$ cat src/rtl/encap_uart_dump.sv
// Streams the encapsulation results (C0, then C1, then K) to a byte-wide UART, each word LSB first.
// Define ENCAP_DUMP_HEADER_EN to prefix each section with a one-byte tag (0xC0, 0xC1, 0x4B).
module encap_uart_dump #(
  parameter int C0_WORDS = 24,
  parameter int C0_AW    = 5
) (
  input  logic             clk,
  input  logic             rst,
  input  logic             start,
  output logic             busy,
  output logic             finished,
  output logic             rd_C0,
  output logic [C0_AW-1:0] C0_addr,
  input  logic [31:0]      C0_out,
  output logic             rd_C1,
  output logic [2:0]       C1_addr,
  input  logic [31:0]      C1_out,
  output logic             rd_K,
  output logic [2:0]       K_addr,
  input  logic [31:0]      K_out,
  output logic             tx_start,
  output logic [7:0]       tx_data,
  input  logic             tx_done
);

  typedef enum logic [2:0] {IDLE, READ, WAIT, LATCH, SEND, WAIT_TX, NEXT} state_t;

  state_t      state;
  logic [1:0]  sec;        // 0 = C0, 1 = C1, 2 = K
  logic [31:0] word;
  logic [1:0]  byte_idx;
  logic [31:0] cur_out;
  logic        last_word;
  logic [1:0]  next_idx;
  logic [7:0]  next_byte;

`ifdef ENCAP_DUMP_HEADER_EN
  logic tag_phase;

  function automatic logic [7:0] tag_of(input logic [1:0] s);
    case (s)
      2'd0:    return 8'hC0;
      2'd1:    return 8'hC1;
      default: return 8'h4B;
    endcase
  endfunction
`endif

  always_comb begin
    cur_out   = K_out;
    last_word = (K_addr == 3'd7);
    case (sec)
      2'd0: begin
        cur_out   = C0_out;
        last_word = (C0_addr == C0_AW'(C0_WORDS - 1));
      end
      2'd1: begin
        cur_out   = C1_out;
        last_word = (C1_addr == 3'd7);
      end
      default: ;
    endcase
  end

  assign next_idx  = byte_idx + 2'd1;
  assign next_byte = word[{next_idx, 3'b000} +: 8];

  always_ff @(posedge clk) begin
    if (rst) begin
      state    <= IDLE;
      sec      <= 2'd0;
      busy     <= 1'b0;
      finished <= 1'b0;
      rd_C0    <= 1'b0;
      rd_C1    <= 1'b0;
      rd_K     <= 1'b0;
      C0_addr  <= '0;
      C1_addr  <= '0;
      K_addr   <= '0;
      tx_start <= 1'b0;
      tx_data  <= '0;
      word     <= '0;
      byte_idx <= '0;
`ifdef ENCAP_DUMP_HEADER_EN
      tag_phase <= 1'b0;
`endif
    end else begin
      // Strobes and pulses default low; each is raised for exactly one cycle.
      finished <= 1'b0;
      tx_start <= 1'b0;
      rd_C0    <= 1'b0;
      rd_C1    <= 1'b0;
      rd_K     <= 1'b0;
      case (state)
        IDLE: begin
          if (start) begin
            busy <= 1'b1;
            sec  <= 2'd0;
`ifdef ENCAP_DUMP_HEADER_EN
            state     <= SEND;
            tx_start  <= 1'b1;
            tx_data   <= tag_of(2'd0);
            tag_phase <= 1'b1;
`else
            state <= READ;
            rd_C0 <= 1'b1;
`endif
          end
        end
        READ:  state <= WAIT;
        WAIT:  state <= LATCH;
        LATCH: begin
          word     <= cur_out;
          byte_idx <= 2'd0;
          tx_data  <= cur_out[7:0];
          tx_start <= 1'b1;
          state    <= SEND;
        end
        SEND: state <= WAIT_TX;
        WAIT_TX: begin
          if (tx_done) begin
`ifdef ENCAP_DUMP_HEADER_EN
            if (tag_phase) begin
              tag_phase <= 1'b0;
              state     <= READ;
              rd_C0     <= (sec == 2'd0);
              rd_C1     <= (sec == 2'd1);
              rd_K      <= (sec == 2'd2);
            end else
`endif
            if (byte_idx != 2'd3) begin
              byte_idx <= next_idx;
              tx_data  <= next_byte;
              tx_start <= 1'b1;
              state    <= SEND;
            end else begin
              state <= NEXT;
            end
          end
        end
        NEXT: begin
          if (last_word) begin
            case (sec)
              2'd0:    C0_addr <= '0;
              2'd1:    C1_addr <= '0;
              default: K_addr  <= '0;
            endcase
            if (sec == 2'd2) begin
              sec      <= 2'd0;
              busy     <= 1'b0;
              finished <= 1'b1;
              state    <= IDLE;
            end else begin
              sec <= sec + 2'd1;
`ifdef ENCAP_DUMP_HEADER_EN
              state     <= SEND;
              tx_start  <= 1'b1;
              tx_data   <= tag_of(sec + 2'd1);
              tag_phase <= 1'b1;
`else
              state <= READ;
              rd_C1 <= (sec == 2'd0);
              rd_K  <= (sec == 2'd1);
`endif
            end
          end else begin
            case (sec)
              2'd0:    C0_addr <= C0_addr + C0_AW'(1);
              2'd1:    C1_addr <= C1_addr + 3'd1;
              default: K_addr  <= K_addr + 3'd1;
            endcase
            state <= READ;
            rd_C0 <= (sec == 2'd0);
            rd_C1 <= (sec == 2'd1);
            rd_K  <= (sec == 2'd2);
          end
        end
        default: state <= IDLE;
      endcase
    end
  end

endmodule
$ cat config.mk
export PLATFORM = sky130hd
export DESIGN_NAME = encap_uart_dump
export DESIGN_NICKNAME = d
export VERILOG_FILES = /design/src/rtl/encap_uart_dump.sv
export SDC_FILE = /design/constraint.sdc
export NUM_CORES = 1
export LEC_CHECK = 0
export CORE_UTILIZATION = 42
export CTS_CLUSTER_DIAMETER = 200
export DETAILED_ROUTE_END_ITERATION = 16
export GPL_TIMING_DRIVEN = 0
export MAX_ROUTING_LAYER = met4
export PLACE_DENSITY = 0.8
export REMOVE_ABC_BUFFERS = 1
export SLEW_MARGIN = 40
export SYNTH_ARGS = -nofsm -noshare
export SYNTH_HDL_FRONTEND = slang
export SYNTH_SLANG_ARGS = --single-unit
export TNS_END_PERCENT = 100
$ cat constraint.sdc
create_clock -name clk -period 3 [get_ports clk]
set_input_delay 0.6 -clock clk [delete_from_list [all_inputs] [get_ports clk]]
set_output_delay 0.6 -clock clk [all_outputs]
set_load 0.02 [all_outputs]
After elaboration in Yosys (flattened, before gate mapping)
Index checks and enable logic that the tools add are counted.
{ "word_totals": {"out_inout_bits": 25, "ff_bits": 64, "inputBits": 100} }
{ "classes": {"n_bitwise": 3, "shift": 1, "n_mux": 42, "reduce_logical": 14, "n_eq_ne": 17, "addsub": 5} }
{ "op_table": {"columns": ["op", "n"], "rows": [
  ["32-bit one-hot mux with 2 select lines", 1],
  ["32-bit by 6-bit variable part select with 8-bit output", 1],
  ["3-bit two-way mux", 9],
  ["3-bit one-hot mux with 7 select lines", 1],
  ["8-bit two-way mux", 2],
  ["8-bit one-hot mux with 2 select lines", 1],
  ["3-bit equality test (second input constant)", 5],
  ["5-bit two-way mux", 3],
  ["1-bit two-way mux", 13],
  ["2-bit two-way mux", 6],
  ["2-bit != test (second input constant)", 6],
  ["1-bit one-hot mux with 2 select lines", 4],
  ["2-bit one-hot mux with 2 select lines", 2],
  ["2-bit AND reduction", 4],
  ["3-bit by 1-bit adder with 3-bit output (second input constant)", 2],
  ["3-bit by 2-bit equality test with 1-bit output (second input constant)", 2],
  ["3-bit AND reduction", 2],
  ["5-bit by 1-bit adder with 5-bit output (second input constant)", 1],
  ["5-bit equality test (second input constant)", 1],
  ["2-bit by 1-bit adder with 2-bit output (second input constant)", 2],
  ["4-bit AND reduction", 1],
  ["2-bit nonzero test", 2],
  ["2-bit OR reduction", 2],
  ["3-bit by 1-bit equality test with 1-bit output (second input constant)", 1],
  ["other kinds (6)", 8]
]} }

Logic depth before layout (Yosys ltp)
Gate-level depths: netlist of run 1.
{ "depth": {"ltp_word": 5, "depth_mapped": 7} }

Least setup slack after synthesis of run 1
Ideal clock, no wire load.
{ "synth_timing": {"kind": "register to register", "startpoint": "register byte_idx[0]", "endpoint": "register tx_data[0]", "period_less_slack_ns": 1.628, "path_stages_with_launch": 6, "t_required_ns": 2.866, "setup_slack_ns": 1.372, "arrival_time_ns": 1.494, "setup_time_ns": 0.134, "n_path_buf": 1, "path_cell_list": "dfxtp_1 -> ha_1 -> buf_2 -> mux4_2 -> mux2i_1 -> a211oi_1"} }
{ "synth_via": {"elab_chain_len": 5, "word_cells_on_any_way": 8} }
{ "synth_rtl": {"columns": ["element", "line", "source"], "rows": [
  ["start: declaration", "31", "logic [1:0] byte_idx;"],
  ["start signal: assignment", "132", "byte_idx <= next_idx;"],
  ["2-bit by 1-bit adder with 2-bit output", "65", "assign next_idx = byte_idx + 2'd1;"],
  ["32-bit by 6-bit variable part select with 8-bit output", "66", "assign next_byte = word[{next_idx, 3'b000} +: 8];"],
  ["8-bit two-way mux", "131", "if (byte_idx != 2'd3) begin"],
  ["8-bit two-way mux", "121", "if (tx_done) begin"],
  ["8-bit one-hot mux with 2 select lines", "94", "case (state)"],
  ["end signal: assignment", "115", "tx_data <= cur_out[7:0];"],
  ["end signal: assignment", "133", "tx_data <= next_byte;"],
  ["end: declaration", "22", "output logic [7:0] tx_data,"]
]} }
Parallel ways exist; a longest one is shown, timed or not. The select of a mux whose other input is x is not followed.
A chain may end at the register's enable or synchronous reset.

Final worst setup path of run 1
{ "layout_timing": {"startpoint": "register sec[1]", "endpoint": "register busy"} }
{ "layout_via": {"elab_chain_len": 4, "word_cells_on_any_way": 7} }
{ "layout_rtl": {"columns": ["element", "line", "source"], "rows": [
  ["start: declaration", "29", "logic [1:0] sec;"],
  ["start signal: assignment", "154", "sec <= sec + 2'd1;"],
  ["2-bit by 1-bit equality test with 1-bit output / 2-bit logical NOT (equally long branches)", "52", "case (sec)"],
  ["1-bit one-hot mux with 2 select lines", "52", null],
  ["2-bit != test (no line)", null, null],
  ["4-bit AND reduction (no line) *", null, null],
  ["end signal: assignment", "72", "busy <= 1'b0;"],
  ["end signal: assignment", "97", "busy <= 1'b1;"],
  ["end signal: assignment", "150", "busy <= 1'b0;"],
  ["end: declaration", "10", "output logic busy,"]
]} }
Every way passes the cells marked *; elsewhere a longest branch is shown, timed or not.

==> impl_metrics.csv, run 1 <==
group,metric,value,unit
finish,final_nets,604,
setup_path,timing.critical_path.cells,"clkinv_2 -> or4_1 -> nand2_1 -> a21oi_1",
grt,grt_pass1_wl,14400,um
yosys,avgSynthCellArea,8.54,um2
routing,wl_per_cell,14.1,um
finish,final_cell_mix,"clkdlybuf4s50_1, nand2_1, dfxtp_1",
power_and_ir_drop,power,1.96,mW
routing,drcViolationCount,0,
routing,viasPerCell,5.41,
setup_path,path_class,"flop to flop",
setup_path,crit_arrival,2.62,ns
grt,grt_pass1_vias,3120,
hold_path,hp-start,"word[25]$_SDFFE_PP0N_",
die,core-area,0.00777,mm2
clock_network,cts_sinks,64,
clock_network,cts.reportedPaths.clkPinSlew,0.07,ns
grt,grt_max_degree,59,
grt,antenna_found_initial,0,
routing,ant_nets,0,
hold_path,hold_end,"word[25]$_SDFFE_PP0N_",
placed_design,gp_congestion,0.737,
clock_network,h-tree-depth,3,
sta,clock-skew-final,0.00665,ns
power_and_ir_drop,p_leak,1.73,nW
placed_design,hpwl,6050,um
die,num_rows,32,
yosys,synthArstFlopShare,0,%
clock_network,clock_path_buffers,2,
setup_path,endpoint_kind,"flop",
sta,max_slew_margin,50.9,%
routing,drt_iter0_drc,94,
status,status,"finished, final reports clean",
setup_path,cp.required,3.21,ns
routing,vias,3284,
die,pin_count,125,
sta,period_share,80.1,%
grt,grt_usage,21.9,%
clock_network,cts_tree,"built",
clock_network,root_buffer,"clkbuf_8",
sta,fmax,0.416,GHz
yosys,yosysWarningCount,0,
setup_path,startpoint_type,"flop",
hold_path,hp-class,"flop to flop",
yosys,synth_cells,398,
setup_path,cp_slowest_cell,"or4_1",
finish,syn2layout_area_growth,43.7,%
die,die-height,92.0,um
yosys,synth-edff-count,0,
clock_network,post_cts_buffers,0,
finish,final_common_cell,"clkdlybuf4s50_1",
power_and_ir_drop,power_density,401,mW/mm2
finish,final_util,62.9,%
sta,period_needed,2.40,ns
die,initial_core_util,43.7,%
sta,setup_violations,0,
setup_path,r2r-end,"busy$_SDFFE_PP0P_",
routing,detail_route.wirelength,8590,um
placed_design,portBuffers,124,
sta,grt_setup_unrepaired,"no",
yosys,syn_area,0.00340,mm2
clock_network,numCtsBuffers,9,
die,fp.dieArea,0.00845,mm2
sta,tightestPinTransition,0.734,ns
sta,hold_violations,0,
setup_path,r2r_slack,0.60,ns
yosys,synth-seq-area-share,37.7,%
yosys,synth.distinct_cells,45,
sta,setup_ws,0.596,ns
clock_network,cts_resized,0,
hold_path,hold_depth,2,
placed_design,dp_slack,0.590,ns
setup_path,ff2ff_path_depth,4,
routing,first_pass_iters,5,
setup_path,slowest_delay,0.77,ns
yosys,synth-seq-cells,64,
sta,drv_slew,0,
die,die_x,92.0,um
grt,grt.overflow.total,0,
run,cap_viol_max_count,0,
finish,drive_gt1_share,7.33,%
power_and_ir_drop,ir_worst_vdd,0.247,mV
finish,fillers,686,
finish,diodes,0,
clock_network,cts_hold_buf,0,
yosys,synth_ff_type,"dfxtp_1",
clock_network,clock_latency,0.33,ns
setup_path,critPathMaxFanout,53,
setup_path,regToRegStartpoint,"sec[1]$_SDFFE_PP0P_",
## state kept, by name, indices dropped and copies added (netlist names)
name      count
word         32
tx_data       8
C0_addr       5
C1_addr       3
K_addr        3
state         3
byte_idx      2
sec           2
busy          1
finished      1
rd_C0         1
rd_C1         1
rd_K          1
tx_start      1
## metal layers
metal / global-route usage (%) / up-vias / wire, um
met3: 4.81 / 16 / 414
met5: - / - / 0
met4: 7.55 / 0 / 95
li1: - / 1639 / -
met2: 37.3 / 95 / 4330
met1: 25.6 / 1534 / 3750
## power by group
| part | leakage [nW] | internal [mW] | switching, mW |
|---|---|---|---|
| combinational | 1.10 | 0.167 | 0.0929 |
| clock | 0.112 | 0.486 | 0.327 |
| sequential | 0.519 | 0.869 | 0.0162 |
| total | 1.73 | 1.52 | 0.436 |
## kinds of logic (layout without fill, tap and decap cells)
group                    count (synthesis)  count (layout)  share of synthesized area (%)
AO/OA/AOI/OAI                          103             103                           18.8
XOR/XNOR                                 3               3                          0.773
adder cells (fa/ha/maj)                  4               4                           1.47
buffers and inverters                   39             146                           5.08
flip-flops                              64              64                           37.7
multiplexers                            49              49                           17.4
AND/OR/NAND/NOR                        136             136                           18.8
## Yosys cell counts (all sizes together) (2+ instances only)
cell type | number | area, um2
o21ai | 12 | 63.8
mux4 | 8 | 180
o211ai | 24 | 180
buf | 14 | 78.8
a211oi | 10 | 75.1
nor2 | 22 | 82.6
a21oi | 47 | 235
nor4 | 2 | 12.5
clkbuf | 23 | 86.3
nand2b | 3 | 18.8
ha | 4 | 50.1
nand3 | 5 | 25.0
nor3 | 2 | 10.0
dfxtp | 64 | 1280
mux2i | 41 | 410
nand4 | 4 | 25.0
a311oi | 2 | 17.5
and3b | 2 | 17.5
nand3b | 6 | 57.6
nand2 | 79 | 297
xnor2 | 3 | 26.3
or4 | 2 | 15.0
and3 | 2 | 12.5
## critical path, delay by kind of cell (launching register included)
kind / cells / cell delay [ns]
and+or+nand+nor: 2 / 0.87
buffers and inverters: 1 / 0.67
DFF: 1 / 0.66
AOI/OAI and AO/OA: 1 / 0.06
## metrics by stage
stage | setup TNS [ns] | instance area [um2] | instances | hold slack, ns
final | 0 | 4880 | 607 | 0.454
after global routing | 0 | 4880 | 607 | 0.478
after CTS | 0 | 4880 | 607 | 0.457
after detailed placement | 0 | 4660 | 591 | 0.448
after global placement | -10.16 | 4600 | 587 | 0.440
after floorplan | 0 | 3230 | 361 | 0.427
## area by class of cell
cell class | instances | area (um2) | share of cell area [%]
timing repair buffer | 128 | 1290 | 26.5
inverter | 2 | 8.76 | 0.179
clock inverter | 6 | 82.6 | 1.69
clock buffer | 10 | 138 | 2.82
multi-input combinational | 295 | 1950 | 39.9
sequential | 64 | 1290 | 26.3
tap | 102 | 128 | 2.61
## worst max-delay path by stage
stage                                    from                      end  slack, ns  cells after the start
after floorplan           sec[1]$_SDFFE_PP0P_        busy$_SDFFE_PP0P_       0.37                      4
after global placement    sec[1]$_SDFFE_PP0P_        busy$_SDFFE_PP0P_      -0.60                      4
after detailed placement  sec[1]$_SDFFE_PP0P_        busy$_SDFFE_PP0P_       0.59                      4
after CTS                 sec[1]$_SDFFE_PP0P_        busy$_SDFFE_PP0P_       0.58                      4
after global routing      sec[1]$_SDFFE_PP0P_  C1_addr[2]$_SDFFE_PP0P_       0.36                      4
final                     sec[1]$_SDFFE_PP0P_        busy$_SDFFE_PP0P_       0.60                      4
Power figures use the tool's default switching activity.
==> inputs of run 2 (changes only) <==
--- a/config.mk
+++ b/config.mk
@@ -5,7 +5,7 @@
 export SDC_FILE = /design/constraint.sdc
 export NUM_CORES = 1
 export LEC_CHECK = 0
-export CORE_UTILIZATION = 42
+export CORE_UTILIZATION = 40
 export CTS_CLUSTER_DIAMETER = 200
 export DETAILED_ROUTE_END_ITERATION = 16
 export GPL_TIMING_DRIVEN = 0
==> constraint.sdc (replaced) <==
create_clock -name clk -period 2.2 [get_ports clk]
set_input_delay 0.44 -clock clk [delete_from_list [all_inputs] [get_ports clk]]
set_output_delay 0.44 -clock clk [all_outputs]
set_load 0.02 [all_outputs]
==> run 2 against run 1 <==
Net effect:
- clock skew shrank 0.0020 ns
- setup slack lost 0.33 ns
- critical endpoint is now tx_data[6]$_SDFFE_PP0P_
- clock-buffer cell count grew 4
- sequential share of layout area shrank 0.24 points
- first-iteration DRC count grew 12%
==> impl_metrics.csv, run 2 (synthesis gave the netlist of run 1 again) <==
group,metric,value,unit
finish,largest_registers,"word x32, tx_data x8, C0_addr x5",
power_and_ir_drop,p_sw_share,21.6,%
run,cap_viol_max_count,0,
grt,grt.overflow.total,0,
sta,setup_ws,0.262,ns
die,pin_count,125,
sta,clock-skew-final,0.00463,ns
sta,setup_violations,0,
finish,regMostFlops,"word",
die,initial_core_util,41.4,%
setup_path,crit_arrival,2.15,ns
placed_design,gp_congestion,0.755,
setup_path,critPathMaxFanout,11,
sta,whs,0.454,ns
clock_network,clock_path_buffers,2,
clock_network,cts_hold_buf,0,
sta,drv_slew,0,
finish,final_nets,606,
clock_network,h-tree-depth,3,
placed_design,dp_cells,594,
power_and_ir_drop,power_density,549,mW/mm2
power_and_ir_drop,p_leak,1.75,nW
finish,final_common_cell,"clkdlybuf4s50_1",
die,die-height,94.2,um
clock_network,cts.reportedPaths.clkPinSlew,0.07,ns
routing,detail_route.wirelength,8650,um
grt,grt_pass1_vias,2976,
sta,period_needed,1.94,ns
sta,tightestPinTransition,0.650,ns
die,num_rows,33,
clock_network,clock_latency,0.34,ns
finish,final_cell_mix,"clkdlybuf4s50_1, nand2_1, dfxtp_1",
grt,antenna_found_initial,0,
setup_path,startpoint_type,"flop",
sta,grt_setup_unrepaired,"no",
die,core-area,0.00822,mm2
hold_path,hp-class,"flop to flop",
status,status,"finished, final reports clean",
routing,first_pass_iters,5,
power_and_ir_drop,pwr-share-clk,42.3,%
routing,viasPerCell,5.35,
finish,final_util,60.0,%
clock_network,root_buffer,"clkbuf_8",
power_and_ir_drop,p_seq_share,44.6,%
routing,vias,3270,
setup_path,cp.required,2.41,ns
finish,fin_cells,611,
hold_path,hp-start,"word[0]$_SDFFE_PP0N_",
setup_path,startpoint,"byte_idx[0]$_SDFFE_PP0P_",
placed_design,hpwl,6210,um
routing,drt_iter0_drc,105,
routing,ant_nets,0,
placed_design,dp_slack,-0.225,ns
setup_path,endpoint_kind,"flop",
setup_path,regToRegStartpoint,"byte_idx[0]$_SDFFE_PP0P_",
power_and_ir_drop,ir_worst_vdd,0.262,mV
sta,hold_violations,0,
grt,grt_pass1_wl,13900,um
finish,syn2layout_area_growth,45.1,%
clock_network,cts_tree,"built",
sta,period_share,88.1,%
die,fp.dieArea,0.00887,mm2
sta,fin_tns_setup,0,ns
routing,wl_per_cell,14.2,um
power_and_ir_drop,intPower,2.12,mW
sta,max_slew_margin,56.6,%
clock_network,numCtsBuffers,9,
die,die_x,94.2,um
placed_design,portBuffers,124,
finish,largest_reg_flops,32,
power_and_ir_drop,combPwrFrac,13.1,%
finish,drive_gt1_share,7.91,%
clock_network,cts_sinks,64,
finish,diodes,0,
grt,grt_max_degree,54,
power_and_ir_drop,p_sw,584,uW
grt,grt_usage,20.8,%
sta,fmax,0.516,GHz
setup_path,path_class,"flop to flop",
routing,drcViolationCount,0,
## run 2: layer usage
metal  wire length, um  track usage (%)  vias up  part of all wire (%)
met1              3770             25.3     1500                    44
met4               128             8.21        0                   1.5
li1                  -                -     1645                     -
met5                 0                -        -                     0
met2              4340             34.1      109                    50
met3               412             3.56       16                   4.8
## run 2: power groups by stage
stage | clock (mW) | combinational (mW) | sequential [mW]
global placement | 0 | 0.342 | 1.23
finish | 1.15 | 0.354 | 1.21
floorplan | 0 | 0.0992 | 1.24
detailed placement | 0 | 0.354 | 1.23
CTS | 1.17 | 0.356 | 1.21
global route | 1.22 | 0.385 | 1.21
## run 2: path summary, 6_finish.rpt
check | end | slack [ns] | depth (start not counted)
setup / recovery | tx_data[6]$_SDFFE_PP0P_ | 0.26 | 4
hold / removal | word[0]$_SDFFE_PP0N_ | 0.45 | 2
setup reg to reg | tx_data[6]$_SDFFE_PP0P_ | 0.26 | 4
hold reg to reg | word[0]$_SDFFE_PP0N_ | 0.45 | 2
## run 2: worst max-delay path: stages (launching register included)
cell and delay (ns):
dfxtp_2 0.42, ha_2 0.57, mux4_2 0.54, mux2i_1 0.18, a211oi_1 0.09
## run 2: per-stage QoR
stage / total power [mW] / cell area [um2]
after global placement: 1.57 / 4610
after global routing: 2.82 / 4930
after floorplan: 1.34 / 3230
after CTS: 2.73 / 4910
final: 2.71 / 4930
after detailed placement: 1.59 / 4670
## run 2: area by class of cell
class                   instances  area, um2
repair buffers                130       1310
flip-flops and latches         64       1290
fillers                       698       3280
well taps                     105        131
clock inverters                 1       30.0
inverters                       2       15.0
clock buffers                  14        204
multi-input cells             295       1960
## run 2: what timing repair did
item / 4_1_cts / 5_1_grt
resized for setup: 4 / 1
gates cloned: 0 / 0
setup buffers: 0 / 2
pin swaps: 0 / 1
setup endpoints to repair: 18 / 13
